$ cat config.mk
export PLATFORM = sky130hd
export DESIGN_NAME = inv_round_key_sequencer
export DESIGN_NICKNAME = d
export VERILOG_FILES = /design/src/rtl/aes_pkg.sv /design/src/rtl/addRoundKey.sv /design/src/rtl/inv_round_key_sequencer.sv
export SDC_FILE = /design/constraint.sdc
export NUM_CORES = 1
export LEC_CHECK = 0
export CAP_MARGIN = 5
export CORE_MARGIN = 5
export CORE_UTILIZATION = 26
export CTS_CLUSTER_DIAMETER = 100
export DETAILED_ROUTE_END_ITERATION = 6
export PLACE_DENSITY = 0.4
export SYNTH_ARGS = -nofsm -noshare
export SYNTH_HDL_FRONTEND = slang
export SYNTH_HIERARCHICAL = 1
export SYNTH_SLANG_ARGS = --single-unit
$ cat constraint.sdc
create_clock -name clk -period 7.76 [get_ports clk]
set_clock_uncertainty 0.05 [all_clocks]
set_input_delay 1.552 -clock clk [delete_from_list [all_inputs] [get_ports clk]]
set_output_delay 1.552 -clock clk [all_outputs]
set_load 0.05 [all_outputs]
$ cat src/rtl/aes_pkg.sv
// rtl/aes_pkg.sv - shared AES-128 constants, types and the key sequencer FSM encoding
// Purpose : common definitions for the decrypt-side round-key sequencer.
// Contents: NR / STATE_W constants, state and round-index types, seq_state_e.
package aes_pkg;

   localparam int NR      = 10;
   localparam int STATE_W = 128;

   typedef logic [STATE_W-1:0] state_t;
   typedef logic [3:0]         round_idx_t;

   // EMPTY  : collecting round keys in expansion order
   // LOADED : all NR+1 keys present, waiting for start
   // RUN    : replaying keys NR..0 onto incoming state beats
   typedef enum logic [1:0] {
      EMPTY,
      LOADED,
      RUN
   } seq_state_e;

endpackage

$ cat src/rtl/addRoundKey.sv
// rtl/addRoundKey.sv - AddRoundKey XOR stage
// Purpose : combinational XOR of a cipher state with one round key.
// Ports   : i_state (state in), i_key (round key), o_state (state ^ key).
module addRoundKey #(
   parameter int WIDTH = 128
) (
   input  logic [WIDTH-1:0] i_state,
   input  logic [WIDTH-1:0] i_key,
   output logic [WIDTH-1:0] o_state
);

   assign o_state = i_state ^ i_key;

endmodule

$ cat src/rtl/inv_round_key_sequencer.sv
// rtl/inv_round_key_sequencer.sv - decrypt-side round-key buffer and reverse-order AddRoundKey
// Purpose : stores NR+1 round keys written in expansion order, then on start
//           XORs them in reverse order (NR..0) onto a stream of state beats.
// Ports   : clk, rst (async, active-high)
//           key_wr_en / key_wr_data / key_clear / keys_loaded - key buffer fill
//           start / busy                                      - sequence control
//           in_valid / in_ready / in_data                     - state input
//           out_valid / out_ready / out_data / out_round / out_last - XORed output
module inv_round_key_sequencer #(
   parameter int WIDTH = aes_pkg::STATE_W,
   parameter int NR    = aes_pkg::NR
) (
   input  logic                       clk,
   input  logic                       rst,
   input  logic                       key_wr_en,
   input  logic [WIDTH-1:0]           key_wr_data,
   input  logic                       key_clear,
   output logic                       keys_loaded,
   input  logic                       start,
   output logic                       busy,
   input  logic                       in_valid,
   output logic                       in_ready,
   input  logic [WIDTH-1:0]           in_data,
   output logic                       out_valid,
   input  logic                       out_ready,
   output logic [WIDTH-1:0]           out_data,
   output logic [$clog2(NR+1)-1:0]    out_round,
   output logic                       out_last
);

   import aes_pkg::*;

   localparam int RW = $clog2(NR+1);

   seq_state_e       r_state;
   logic [WIDTH-1:0] r_key [0:NR];
   logic [RW-1:0]    r_wr_ptr;
   logic [RW-1:0]    r_rd_round;
   logic             r_out_valid;
   logic [WIDTH-1:0] r_out_data;
   logic [RW-1:0]    r_out_round;
   logic             r_out_last;

   logic             w_in_ready;
   logic             w_accept;
   logic             w_key_we;
   logic [WIDTH-1:0] w_xor;

   // Accept a new beat whenever the output slot is empty or being drained.
   assign w_in_ready = (r_state == RUN) && (!r_out_valid || out_ready);
   assign w_accept   = w_in_ready && in_valid;
   // Writes only land while filling; clear drops a coincident write.
   assign w_key_we   = (r_state == EMPTY) && key_wr_en && !key_clear;

   addRoundKey #(.WIDTH(WIDTH)) u_add_round_key (
      .i_state (in_data),
      .i_key   (r_key[r_rd_round]),
      .o_state (w_xor)
   );

   always_ff @(posedge clk) begin
      if (w_key_we) begin
         r_key[r_wr_ptr] <= key_wr_data;
      end
   end

   always_ff @(posedge clk or posedge rst) begin
      if (rst) begin
         r_state     <= EMPTY;
         r_wr_ptr    <= '0;
         r_rd_round  <= '0;
         r_out_valid <= 1'b0;
         r_out_data  <= '0;
         r_out_round <= '0;
         r_out_last  <= 1'b0;
      end else if (key_clear) begin
         r_state     <= EMPTY;
         r_wr_ptr    <= '0;
         r_rd_round  <= '0;
         r_out_valid <= 1'b0;
      end else begin
         if (w_accept) begin
            r_out_valid <= 1'b1;
            r_out_data  <= w_xor;
            r_out_round <= r_rd_round;
            r_out_last  <= (r_rd_round == '0);
         end else if (out_ready) begin
            r_out_valid <= 1'b0;
         end

         case (r_state)
            EMPTY: begin
               if (key_wr_en) begin
                  r_wr_ptr <= r_wr_ptr + RW'(1);
                  if (r_wr_ptr == RW'(NR)) begin
                     r_state <= LOADED;
                  end
               end
            end
            LOADED: begin
               if (start) begin
                  r_state    <= RUN;
                  r_rd_round <= RW'(NR);
               end
            end
            RUN: begin
               if (w_accept) begin
                  // Round 0 ends the sequence; the index never wraps.
                  if (r_rd_round == '0) begin
                     r_state <= LOADED;
                  end else begin
                     r_rd_round <= r_rd_round - RW'(1);
                  end
               end
            end
            default: r_state <= EMPTY;
         endcase
      end
   end

   assign keys_loaded = (r_state != EMPTY);
   assign busy        = (r_state == RUN);
   assign in_ready    = w_in_ready;
   assign out_valid   = r_out_valid;
   assign out_data    = r_out_data;
   assign out_round   = r_out_round;
   assign out_last    = r_out_last;

endmodule

==> summary.md, run 1 <==
| Metric | Value |
|---|---|
| Yosys cell types | 46 |
| Fin worst setup slack | 2.84 ns |
| Post-CTS Resized | 0 |
| Vias in the first global route | 31700 |
| Pwr Density | 249 nW/um2 |
| DRC | 0 |
| Peak VDD IR | 0.155 mV |
| Clk root buf | clkbuf_16 |
| Leak | 0.0234 uW |
| Maximum Capacitance Violations | 0 |
| Via count | 29400 |
| Worst slew margin | 0.271 |
| Clock power share | 0.445 |
| Total die area | 240000 um2 |
| Synthesized area per cell | 20.4 um2 |
| Final core area utilization | 0.318 |
| Final Hold Fails | 0 |
| Async set or reset register ratio after synthesis | 0.0928 |
| Pre-CTS WS | 2.40 ns |
| Seq cells post-synth | 1552 |
| Required @ worst endpoint | 6.16 ns |
| Antenna violations before repair | 42 |
| Multi-input logic area | 13200 um2 |
| Post-route ant nets | 0 |
| Area delta synth->final | 21.9% |
| Via density per instance | 4.45 |
| Die height | 490 um |
| CTS Sinks | 1552 |
| Num CTS Buffers | 182 |
| Seq. cell area | 45900 um2 |
| Boundary pin count | 400 |
| Sequential share of the synthesized area | 0.765 |
| I/O Buffers | 399 |
| CP max FO | 4 |
| Cts hold-fix bufs | 0 |
| Commonest non-fill, non-tap cell in the layout | edfxtp_1 |
| Starting Density | 0.261 |
| Fillers | 22200 |
| Post-Route WL | 165 mm |
| Setup Total Neg Slack | 0 ns |
| Layout cell share with drive strength beyond 1 | 0.200 |
| # Post-CTS Setup Buffers | 0 |
| Register share of total power | 0.507 |
| Rows | 176 |
| Drt first pass iters | 7 |
| CTS Buffer Depth | 3 |
| Largest net degree at the start of global routing | 161 |
| Clock transition at path regs | 0.06 ns |
| Routed length per placed instance | 24.9 um |
| Routability Congestion | 0.663 |
| Status | finished clean |
| Depth of the CTS H-tree | 4 |
| Critical Path Start Type | primary input |
| Max Clock Freq | 0.203 GHz |
| Synth Net Count | 3215 |
| Dpl hpwl | 92.3 mm |
| Most frequent cells in the layout | 1408 x edfxtp_1, 399 x clkdlybuf4s50_1, 256 x mux4_2, 183 x clkbuf_16, 140 x dfrtp_1 |
| Number of synthesized flops with an enable pin | 1408 |
| Yosys synthesis warning count | 6 |
| Period minus WS final | 4.92 ns |
| Worst slew pin tran | 1.09 ns |
| Critical path data arrival time | 3.32 ns |
| Die W | 490 um |
| Initial DRC Count | 1576 |
| P_sw | 4120 uW |
| Comb pwr share | 0.048 |
| Main synth FF type | edfxtp_1 |
| Gr ovfl total | 0 |
| Worst setup EP type | output port |
| Gate Count Post-Synth | 2947 |
| First-pass GRT wire length | 238 mm |
| Final setup viols | 0 |
| Cell area after synthesis | 60000 um2 |
| Clock latency on the worst-skew pair | 0.80 ns |
| Core outline area | 230000 um2 |
| Pins Over Slew Limit | 0 |
| Fin crit share | 0.635 |
| Sw frac | 0.226 |
| Critical path class | primary input to output port |
| Final net count | 3686 |
| GRT Overall Usage | 0.135 |
| RSZ-0062 raised after global routing | no |
| CTS tree | built |
| P_int | 14100 uW |
| Type of the worst min-delay path | register to register |
-- metal layers --
metal / track usage / vias to the layer above / wire, um
li1: - / 12900 / -
met3: 0.0329 / 253 / 8510
met5: 0 / - / 129
met4: 0.0319 / 22 / 3260
met2: 0.210 / 675 / 75100
met1: 0.189 / 15500 / 77900
-- kinds of logic after synthesis --
group | after synthesis | synth area share
buf+inv | 169 | 0.0160
simple gates | 178 | 0.0134
xor+xnor | 131 | 0.0191
compound gates | 393 | 0.0383
flops | 1552 | 0.765
mux | 519 | 0.147
fa+ha+maj | 5 | 0.00104
-- worst max-delay path, stage by stage --
cell and delay (ns):
clkdlybuf4s50_1 0.45, nand2b_1 0.33, and2_1 0.18, clkdlybuf4s50_1 0.80
-- through the flow --
step	hold slack, ns	total power, uW	area, um2	cells
floorplan	0.504	9790	60000	2947
global route	0.466	19000	73100	6600
CTS	0.459	18600	73100	6599
finish	0.452	18200	73100	6607
detailed placement	0.442	10300	67500	6260
global placement	0.439	10300	67500	6260
-- final timing paths --
check | start | endpoint | slack [ns] | depth (start not counted)
setup / recovery | out_ready | in_ready | 2.84 | 4
hold / removal | out_data[53] | out_data[53] | 0.45 | 1
setup reg to reg | r_rd_round[0] | out_data[5] | 3.67 | 7
hold reg to reg | out_data[53] | out_data[53] | 0.45 | 1
max in group asynchronous | rst | out_data[23] | 5.35 | 3
min in group asynchronous | rst | out_data[25] | 1.14 | 2
-- state kept, by name (all words and copies together) (netlist names) --
signal and cells:
r_key 1408, out_data 128, out_round 4, r_rd_round 4, r_wr_ptr 4, r_state 2
out_last 1, out_valid 1
-- layout make-up --
cell class / count / share of cell area
Sequential cell: 1552 / 0.628
Multi-Input combinational cell: 1226 / 0.180
Clock buffer: 241 / 0.0664
Timing Repair Buffer: 448 / 0.0625
Tap cell: 3026 / 0.0518
Clock inverter: 98 / 0.0105
Inverter: 8 / 0.000547
Antenna cell: 8 / 0.000274
-- synth_stat cells (4+ instances only) --
master,n,share of area
ha_1,5,0.0010
mux2_2,65,0.012
mux2_4,69,0.017
xor2_1,130,0.019
a21oi_1,134,0.011
o21ai_1,71,0.0059
mux2i_1,129,0.022
and2_1,9,0.00094
inv_1,7,0.00044
buf_1,21,0.0013
dfrtp_1,144,0.060
mux4_2,256,0.096
and3_1,4,0.00042
nor2_1,6,0.00038
buf_4,21,0.0026
edfxtp_1,1408,0.70
clkbuf_1,58,0.0036
nand2_1,135,0.0084
a22oi_1,127,0.016
buf_2,45,0.0038
buf_6,8,0.0015
nor3_1,4,0.00033
o21ai_0,57,0.0048
buf_12,7,0.0023
-- power groups by stage --
stage	clock network (uW)	registers, uW	logic [uW]
after floorplan	0	9400	389
after global placement	0	9410	910
after detailed placement	0	9420	916
after CTS	8430	9240	919
after global routing	8780	9240	974
final	8110	9240	881
Power figures use the tool's default switching activity.
==> inputs of run 2 (changes only) <==
- PLACE_DENSITY: 0.4 -> 0.39
- clock period: 7.76 -> 4.75 ns (I/O delays scaled with it)
==> run 2 against run 1 <==
  * Routed wire length up 0.75%
  * Global-route usage up 0.16 points
  * Power up 66%
  * Register-to-register slack worse by 2.2 ns
  * Largest cell class unchanged
  * Die area unchanged
  * Sequential power up 63%
==> summary.md, run 2 (synthesis results as in run 1) <==
| Metric | Value |
|---|---|
| Commonest non-fill, non-tap cell in the layout | edfxtp_1 |
| Pwr Density | 407 nW/um2 (+63%) |
| Layout cell share with drive strength beyond 1 | 0.213 (+0.0131) |
| RSZ-0062 raised after global routing | no |
| Post-Route WL | 166 mm (+0.75%) |
| Post-route ant nets | 0 (unchanged) |
| Largest net degree at the start of global routing | 98 (-39%) |
| Worst slew pin tran | 1.03 ns (-0.0653 ns) |
| Drt first pass iters | 5 (-2) |
| Dpl cells | 6314 (+0.86%) |
| CTS tree | built |
| Num CTS Buffers | 181 (-0.55%) |
| Status | finished clean |
| Gr ovfl total | 0 (unchanged) |
| Post-CTS Resized | 0 (unchanged) |
| Starting Density | 0.261 (unchanged) |
| Routed length per placed instance | 25.0 um (about the same) |
| Max Clock Freq | 0.264 GHz |
| Vias in the first global route | 31600 (-0.11%) |
| Worst Hold Path Cells | 1 (unchanged) |
| Cts hold-fix bufs | 0 (unchanged) |
| I/O Buffers | 399 (unchanged) |
| Biggest register | r_key |
| Fin crit share | 0.797 |
| Setup Total Neg Slack | 0 ns (unchanged) |
| Core outline area | 230000 um2 (unchanged) |
| Fin Hold WS | 0.453 ns (+0.00121 ns) |
| Rows | 176 (unchanged) |
| CP max FO | 4 (unchanged) |
| Initial DRC Count | 1965 (+25%) |
| Required @ worst endpoint | 3.75 ns (-2.41 ns) |
| Final cell count without fillers | 6652 (+0.68%) |
| Final setup viols | 0 (unchanged) |
| CTS Buffer Depth | 3 (unchanged) |
| Maximum Capacitance Violations | 0 (unchanged) |
| Critical Path Start Type | primary input |
| First-pass GRT wire length | 241 mm (+1.2%) |
| Via density per instance | 4.44 (-0.17%) |
| Area delta synth->final | 23.7% |
| Via count | 29600 (+0.51%) |
| DRC | 0 (unchanged) |
| Period minus WS final | 3.79 ns |
| Fin worst setup slack | 0.963 ns (-1.87 ns) |
| CTS Sinks | 1552 (unchanged) |
| Clock latency on the worst-skew pair | 0.81 ns (about the same) |
| Clk root buf | clkbuf_16 |
| GRT Overall Usage | 0.136 (+0.00162) |
| R2R depth | 6 (-1) |
| Type of the worst min-delay path | register to register |
| Peak VDD IR | 0.250 mV (+62%) |
| Total die area | 240000 um2 (unchanged) |
| Most frequent cells in the layout | 1408 x edfxtp_1, 399 x clkdlybuf4s50_1, 256 x mux4_2, 184 x clkbuf_16, 140 x dfrtp_1 |
| # Post-CTS Setup Buffers | 0 (unchanged) |
| Routability Congestion | 0.677 (+2.2%) |
| Worst slew margin | 0.316 (+0.0452) |
| Antenna violations before repair | 24 (-43%) |
| Critical path class | primary input to output port |
| Boundary pin count | 400 (unchanged) |
| Critical path data arrival time | 2.79 ns (-0.53 ns) |
| Die height | 490 um (unchanged) |
| Final net count | 3739 (+1.4%) |
| Leak | 0.0239 uW (+2.1%) |
| Depth of the CTS H-tree | 4 (unchanged) |
| Dpl hpwl | 99.6 mm (+7.9%) |
| Die W | 490 um (unchanged) |
| Final Hold Fails | 0 (unchanged) |
| Worst setup EP type | output port |
| Pre-CTS WS | 0.603 ns (-1.79 ns) |
| Clock transition at path regs | 0.05 ns (about the same) |
| Pins Over Slew Limit | 0 (unchanged) |
| Max reg flops | 1408 (unchanged) |
==> run 2: power breakdown <==
group | internal, uW | switching (uW)
clock network | 8050 | 5590
registers | 15000 | 60.3
logic | 520 | 956
==> run 2: path summary, 6_finish.rpt <==
path,from,endpoint,slack [ns]
setup / recovery,out_ready,in_ready,0.96
hold / removal,out_data[52],out_data[52],0.45
setup reg to reg,r_rd_round[0],out_data[3],1.48
hold reg to reg,out_data[52],out_data[52],0.45
max in group asynchronous,rst,out_data[84],3.41
min in group asynchronous,rst,out_data[29],0.49
==> run 2: layout make-up <==
| class | instances | area (um2) |
|---|---|---|
| clock inverters | 97 | 905 |
| repair buffers | 502 | 5420 |
| inverters | 8 | 36.3 |
| well taps | 3026 | 3790 |
| flip-flops and latches | 1552 | 45900 |
| fillers | 22100 | 156000 |
| diodes | 5 | 12.5 |
| multi-input cells | 1226 | 13200 |
| clock buffers | 236 | 4920 |
==> run 2: through the flow <==
stage               area [um2]  power [uW]  utilization
floorplan                60000       16000            -
global placement         68300       16900        0.297
detailed placement       68300       16900        0.297
CTS                      74200       30800        0.323
global route             74200       31500        0.323
finish                   74200       30200        0.323
==> run 2: worst max-delay path, cell delays in order <==
cell and delay (ns):
clkdlybuf4s50_1 0.44, nand2b_1 0.37, and2_1 0.21, clkdlybuf4s50_1 0.81
==> run 2: layer usage <==
metal	global-route usage	routed length (um)
met5	0	68
met4	0.0305	3170
met3	0.0284	7010
met2	0.218	78000
met1	0.191	77800
==> RTL change (settings of run 1) <==
The 3 states of `seq_state_e` get a one-hot encoding in 3 bits.
--- a/src/rtl/aes_pkg.sv
+++ b/src/rtl/aes_pkg.sv
@@ -13,8 +13,8 @@
    // LOADED : all NR+1 keys present, waiting for start
    // RUN    : replaying keys NR..0 onto incoming state beats
-   typedef enum logic [1:0] {
-      EMPTY,
-      LOADED,
-      RUN
+   typedef enum logic [2:0] {
+      EMPTY  = 3'b001,
+      LOADED = 3'b010,
+      RUN    = 3'b100
    } seq_state_e;
 
Function: same outputs for any inputs over 4 cycles, from zero or initial values and one cycle with rst high; so few cycles prove little.
==> RTL change against run 1 <==
  * Worst setup slack gained 0.30 ns
  * Power is 0.86% lower
  * Wire length decreased by 1.7%
  * Clock power increased by 2%
  * Die area decreased by 0.26%
  * Cell area grew 0.25%
  * Critical path type unchanged
  * Non-clock buffer count down 5
  * Register-to-register slack better by 0.20 ns
  * Sequential power about the same
  * Sequential cell count is 1 higher
  * Area after synthesis down 0.26%
==> RTL change: results (changes against run 1) <==
Drt
  • Vias after detailed routing: 29110 (-0.99%)
  • DRT iter0 DRCs: 1752 (+11%)
  • First-pass DRT Iterations: 5 (-2)

Worst setup path
  • Worst R2R Path Depth: 5 (-2)
  • Worst-path fanout max: 3 (-1)
  • CP arrival: 3.02 ns (-0.30 ns)
  • FF-to-FF setup slack: 3.87 ns (+0.20 ns)
  • Reg-to-Reg End: r_key[2][66]$_DFFE_PP_

Global route
  • Global-route wire length before repair: 233.1 mm (-2.0%)
  • Largest net degree at the start of global routing: 129 (-20%)
  • Initial antenna violation count: 34 (-19%)
  • Vias in the first global route: 31350 (-1.0%)
  • Total GRT Usage: 13.40% (-0.072 points)

Power and ir drop
  • Max IR drop VDD: 0.1740 mV (+13%)
  • Lkg Pwr: 23.40 nW (+0.11%)

Min path
  • Worst Hold Path EP: out_data[104]$_DFFE_PP0P_
  • Hold_sp: out_data[104]$_DFFE_PP0P_

Outcome
  • Status: finished clean

Clock network
  • Resize count post-CTS: 0 (unchanged)
  • Clk_lat worst skew: 0.82 ns (+0.02 ns)

Final layout
  • Final-layout fill cell count: 22120 (-0.50%)
  • Share of post-route cells with drive strength above 1: 19.79% (-0.25 points)
  • Top reg by flops: r_key

Synth
  • Synth Net Count: 3219 (+0.12%)
  • Netlist cell types: 47 (+2.2%)
  • Ranking of synthesized cells by area: edfxtp_1, mux4_2, dfrtp_1
  • Asr flop ratio synth: 9.337% (+0.058 points)
  • Top post-synthesis cells by count: edfxtp_1, mux4_2, dfrtp_1
  • Sequential area share after synthesis: 76.74% (+0.24 points)

Placement
  • Placer congestion estimate: 0.6659 (+0.50%)
  • Pre-CTS setup slack: 2.840 ns (+0.4445 ns)
  • HPWL Detailed: 87.81 mm (-4.8%)

Timing
  • Slew @ Worst Pin: 1.059 ns (-0.03117 ns)
## RTL change: where the power goes
group | leakage (nW) | switching, mW | internal, mW
Sequential | 14.7 | 0.0240 | 9.23
Combinational | 5.90 | 0.349 | 0.236
Clock | 2.80 | 3.49 | 4.75
Total | 23.4 | 3.86 | 14.2
## RTL change: layer usage
metal / routed length, um / global-route usage, % / vias to the layer above
li1: - / - / 12910
met1: 70640 / 17.65 / 15320
met2: 80710 / 22.73 / 646
met3: 7167 / 2.685 / 236
met4: 3520 / 3.305 / 6
met5: 47 / 0 / -
## RTL change: worst max path at each step
stage	slack, ns	cells after the start	to
after CTS	3.13	4	in_ready
after global routing	3.11	4	in_ready
after global placement	2.87	6	r_key[2][53]$_DFFE_PP_
after detailed placement	2.84	5	r_key[6][42]$_DFFE_PP_
final	3.14	4	in_ready
after floorplan	0.37	2	r_key[10][0]$_DFFE_PP_
## RTL change: logic make-up after synthesis
family	count (synthesis)	synth area share, %
AOI/OAI and AO/OA	394	3.871
buffers and inverters	168	1.251
and+or+nand+nor	182	1.372
adders and majority gates	5	0.1046
DFF	1553	76.74
xor gates and xnor gates	131	1.918
muxes	518	14.74
## RTL change: metrics by stage
stage / hold WS (ns) / cells / cell area [um^2]
detailed placement: 0.4402 / 6260 / 67580
floorplan: 0.5089 / 2951 / 59830
CTS: 0.4578 / 6589 / 73300
global route: 0.4679 / 6590 / 73300
global placement: 0.4386 / 6260 / 67580
finish: 0.4550 / 6597 / 73320
## RTL change: layout make-up
type	count	area, um^2	area share, %
Clock buffer	226	4813	6.565
Clock inverter	103	910.9	1.242
Tap cell	3026	3786	5.164
Sequential cell	1553	45930	62.64
Antenna cell	8	20.02	0.02730
Timing Repair Buffer	443	4612	6.290
Multi-Input combinational cell	1230	13220	18.02
Inverter	8	37.54	0.05119
